[config.mk]
export PLATFORM = sky130hd
export DESIGN_NAME = chk_fifo
export DESIGN_NICKNAME = d
export VERILOG_FILES = /design/src/rtl/dff.sv /design/src/rtl/wxyz_chk_fifo.sv
export SDC_FILE = /design/constraint.sdc
export NUM_CORES = 1
export LEC_CHECK = 0
export BUFFER_PORTS_ARGS = -buffer_cell sky130_fd_sc_hd__buf_2
export CORE_MARGIN = 8
export CORE_UTILIZATION = 45
export CTS_BUF_LIST = sky130_fd_sc_hd__clkbuf_2
export CTS_CLUSTER_DIAMETER = 150
export DETAILED_ROUTE_END_ITERATION = 12
export PLACE_DENSITY = 0.74
export SETUP_SLACK_MARGIN = 0.2
export SKIP_CTS_REPAIR_TIMING = 1
export SYNTH_ARGS = -nofsm -noshare
export SYNTH_HDL_FRONTEND = slang
export SYNTH_SLANG_ARGS = --single-unit
[constraint.sdc]
create_clock -name clk -period 15.66 [get_ports clk]
set_clock_uncertainty 0.15 [all_clocks]
set_input_delay 3.132 -clock clk [delete_from_list [all_inputs] [get_ports clk]]
set_output_delay 3.132 -clock clk [all_outputs]
set_load 0.02 [all_outputs]
[src/rtl/dff.sv]
`default_nettype none
// ----------------------------------------------------------------------------
// dff      : enabled register with asynchronous active-high reset to zero
// Revision : 1.0
// ----------------------------------------------------------------------------
module dff #(
  parameter int W = 1
) (
  input  wire logic         clk,
  input  wire logic         rst,
  input  wire logic         en,
  input  wire logic [W-1:0] d,
  output logic      [W-1:0] q
);

  always_ff @(posedge clk or posedge rst) begin
    if (rst)     q <= '0;
    else if (en) q <= d;
  end

endmodule
`default_nettype wire

[src/rtl/wxyz_chk_fifo.sv]
`default_nettype none
// ----------------------------------------------------------------------------
// chk_fifo : expected-checksum queue, head is read combinationally
// Revision : 1.0
// ----------------------------------------------------------------------------
module chk_fifo #(
  parameter int depth    = 4,
  parameter int ptrWidth = 2,
  parameter int width    = 112
) (
  input  wire logic             clk,
  input  wire logic             rst,
  input  wire logic             push,
  input  wire logic             pop,
  input  wire logic [width-1:0] data_in,
  output logic                  full,
  output logic                  empty,
  output logic      [width-1:0] head
);

  logic [ptrWidth-1:0] wr_q, rd_q;
  logic [ptrWidth:0]   count_q, count_d;
  logic [width-1:0]    mem_q [depth];

  // push/pop are pre-qualified by the caller against full/empty
  assign count_d = count_q + (ptrWidth+1)'(push) - (ptrWidth+1)'(pop);
  assign full    = (count_q == (ptrWidth+1)'(depth));
  assign empty   = (count_q == '0);
  assign head    = mem_q[rd_q];

  dff #(.W(ptrWidth))   u_wr  (.clk(clk), .rst(rst), .en(push), .d(wr_q + ptrWidth'(1)), .q(wr_q));
  dff #(.W(ptrWidth))   u_rd  (.clk(clk), .rst(rst), .en(pop),  .d(rd_q + ptrWidth'(1)), .q(rd_q));
  dff #(.W(ptrWidth+1)) u_cnt (.clk(clk), .rst(rst), .en(1'b1), .d(count_d),             .q(count_q));

  for (genvar i = 0; i < depth; i++) begin : g_mem
    dff #(.W(width)) u_ent (
      .clk(clk),
      .rst(rst),
      .en (push && (wr_q == ptrWidth'(i))),
      .d  (data_in),
      .q  (mem_q[i])
    );
  end

endmodule
`default_nettype wire

==> impl_results.md <==
* Outcome: completed
* Setup TNS at 0 ps
* #FFs+latches synth at 455
* Yosys top cell by area: dfrtp_1
* Critical path endpoint category: output port
* Top-count cell post-synth: dfrtp_1
* H-tree Lvls at 3
* Syn nets at 1241
* Final worst slack at roughly 8600 ps
* Worst setup path end: head[111]
* Worst hold slack at 347 ps
* Top post-synthesis cells by count: dfrtp_1 (455), mux2_2 (393), mux4_2 (112), mux2_1 (55), buf_4 (33)
* Post-layout util at 0.515
* Slowest library cell on the worst path: dfrtp_4
* Worst Path Arrival at 3750 ps
* First-pass GRT wire length at 67700 um
* Final GP Congestion at 0.720
* Chip Height at about 230 um
* CP startpoint: u_rd.q[0]
* Async set-or-reset flop fraction in the synthesized netlist at 1.00
* Max-capacitance violation count at 0
* Clock Sinks at 455
* PD cells at 236 nW/um2
* Worst path depth at 3
* Relative slew slack at 0.326
* DRT Pass-1 Iters at 4
* RSZ-0062 raised after global routing: false
* Synth area leaders: dfrtp_1 (58%), mux2_2 (22%), mux4_2 (13%)
* Worst Path Buf+Inv at 2
* Data required, critical path at approximately 12000 ps
* Die area at 50700 um2
* 1st-iter DRT viols at roughly 620
* Vias/cell at 5.26
* Synth warnings at 0
* CTS Buffer Depth at 3
* Final Cell Area at 22200 um2
* # DRC at 0
* Synthesis-to-finish area growth at 12.8%
* Number of flops mapped to enable cells by yosys at 0
* CP peak stage delay at 1010 ps
* I/O pin total at 230
* All-Layer GR Usage at 0.169
* Initial antenna violation count at 10
* WL per Instance at 20.0 um
* Via count at 11000
* Worst r2r dst: g_mem[0].u_ent.q[60]
* Post-Syn Area per Cell at about 18 um2
* Worst-case reg-to-reg path depth at 5
* Rows at 76
* Critical path type: register to output port
* Sequential-to-total area share from yosys stat at 0.579
* Reg-to-Reg Start: u_wr.q[0]
* Core region area at ~43000 um2
* Antenna-violating nets left at 0
* WL final at 41600 um
* Die width at roughly 230 um
* Peak supply drop at roughly 0.13 mV
* Share of layout cells above drive strength 1 at 0.628
* Cell Area, Synth at 19700 um2
* Minimum clock period after layout at 7040 ps
* Unique masters post-synth at 18
* Dominant synthesized flop cell: dfrtp_1
* Crit path launch type: register
* Setup-failing EPs final at 0
* Worst-margin pin slew at 1010 ps
* Hold Path Origin: g_mem[2].u_ent.q[18]
* Root Driver: clkbuf_2
* Post-DP HPWL at 25400 um
* Pin count of the biggest net entering global routing at 81
* Clock slew at the register clock pins of the worst setup and hold paths at 90 ps
* Port Buf Inserts at 229
* Peak Freq at 0.142 GHz
* Crit share post-route at 0.449
* Vias in the first global route at around 12000
* CP cell instances: buf_4 > mux4_2 > buf_2
* Mapped Cells at 1118
* Num CTS Buffers at 116
* Pins Over Slew Limit at 0
* Hold Fails Final Rpt at 0
* CP delay by family, top: flip-flops
* Min-Delay Path Class: register to register
* Clk Latency, worst-skew pair at roughly 1100 ps
* Pre-CTS setup slack at about 8900 ps
* Share of Yosys cell area claimed by the top area cell type at 0.579
* Crit-path max FO at 58
* Setup slack, reg-to-reg at 12610 ps
* Nets at between 1500 and 2000
* Post-placement cell area at 21200 um2
* CTS tree: yes
* Starting density of the core at 0.457
* Grt total ovfl at 0
* Leak at 9.95 nW
==> kinds of logic after synthesis <==
family,count (synthesis),share of synthesized area
AND/OR/NAND/NOR,8,0.00172
multiplexers,560,0.385
flip-flops,455,0.579
AO/OA/AOI/OAI,1,0.000254
buffers and inverters,82,0.0275
XOR/XNOR,5,0.00223
adder cells (fa/ha/maj),7,0.00483
==> stage by stage <==
step                      total power, mW  cells
after floorplan                      3.87   1118
after global placement               4.43   1870
after detailed placement             4.53   1870
after CTS                            5.32   2072
after global routing                 5.58   2078
final                                5.23   2080
==> power breakdown <==
part | switching (mW) | leakage [nW] | total [mW] | internal (mW)
Sequential | 0.328 | 5.38 | 2.11 | 1.78
Clock | 0.468 | 0.792 | 0.775 | 0.307
Combinational | 1.12 | 3.78 | 2.35 | 1.23
Total | 1.92 | 9.95 | 5.23 | 3.32
==> layer usage <==
layer  vias to the layer above  wire (um)  GRT usage  part of all wire
li1                       4843          -          -                 -
met1                      5762      17400      0.209              0.42
met2                       252      20300      0.269              0.49
met3                        84       3030     0.0645             0.073
met4                        10        863     0.0604             0.021
met5                         -         66          0            0.0016
==> final cells by class <==
type	count	area, um2
multi-input combinational	581	7770
inverter	7	30.0
fill	3605	20900
timing repair buffer	242	1240
clock buffer	172	861
clock inverter	30	143
tap	585	732
antenna	8	20.0
sequential	455	11400
==> state kept, by name (all words and copies together) (netlist names) <==
| signal | flops |
|---|---|
| g_mem.u_ent.q | 448 |
| u_cnt.q | 3 |
| u_wr.q | 2 |
| u_rd.q | 2 |
==> worst min-delay path by stage <==
stage                           endpoint  depth (start not counted)
floorplan           g_mem[1].u_ent.q[11]                          1
global placement    g_mem[1].u_ent.q[15]                          1
detailed placement  g_mem[1].u_ent.q[43]                          1
CTS                 g_mem[2].u_ent.q[19]                          1
global route        g_mem[1].u_ent.q[15]                          1
finish              g_mem[2].u_ent.q[18]                          1
==> cells in the final DEF (no fill, tap or decap) <==
master      Yosys  final
buf_4          33     13
o21ai_0         1      1
fa_1            1      1
ha_1            6      6
mux2_1         55     55
clkbuf_2        0    172
nand2_4         0      4
xor2_1          2      2
inv_1           7      6
bufinv_16       0      1
mux4_2        112    112
nand2_1         6      2
mux2_2        393    393
clkinv_2        0      3
diode_2         0      8
xnor2_1         3      3
clkinvlp_4      0      1
buf_2          30    229
and3_1          1      1
inv_2           0      4
clkinv_1        0     22
nor3_1          1      1
dfrtp_1       455    453
dfrtp_4         0      2
No activity file was read; power rests on OpenSTA's default activity.
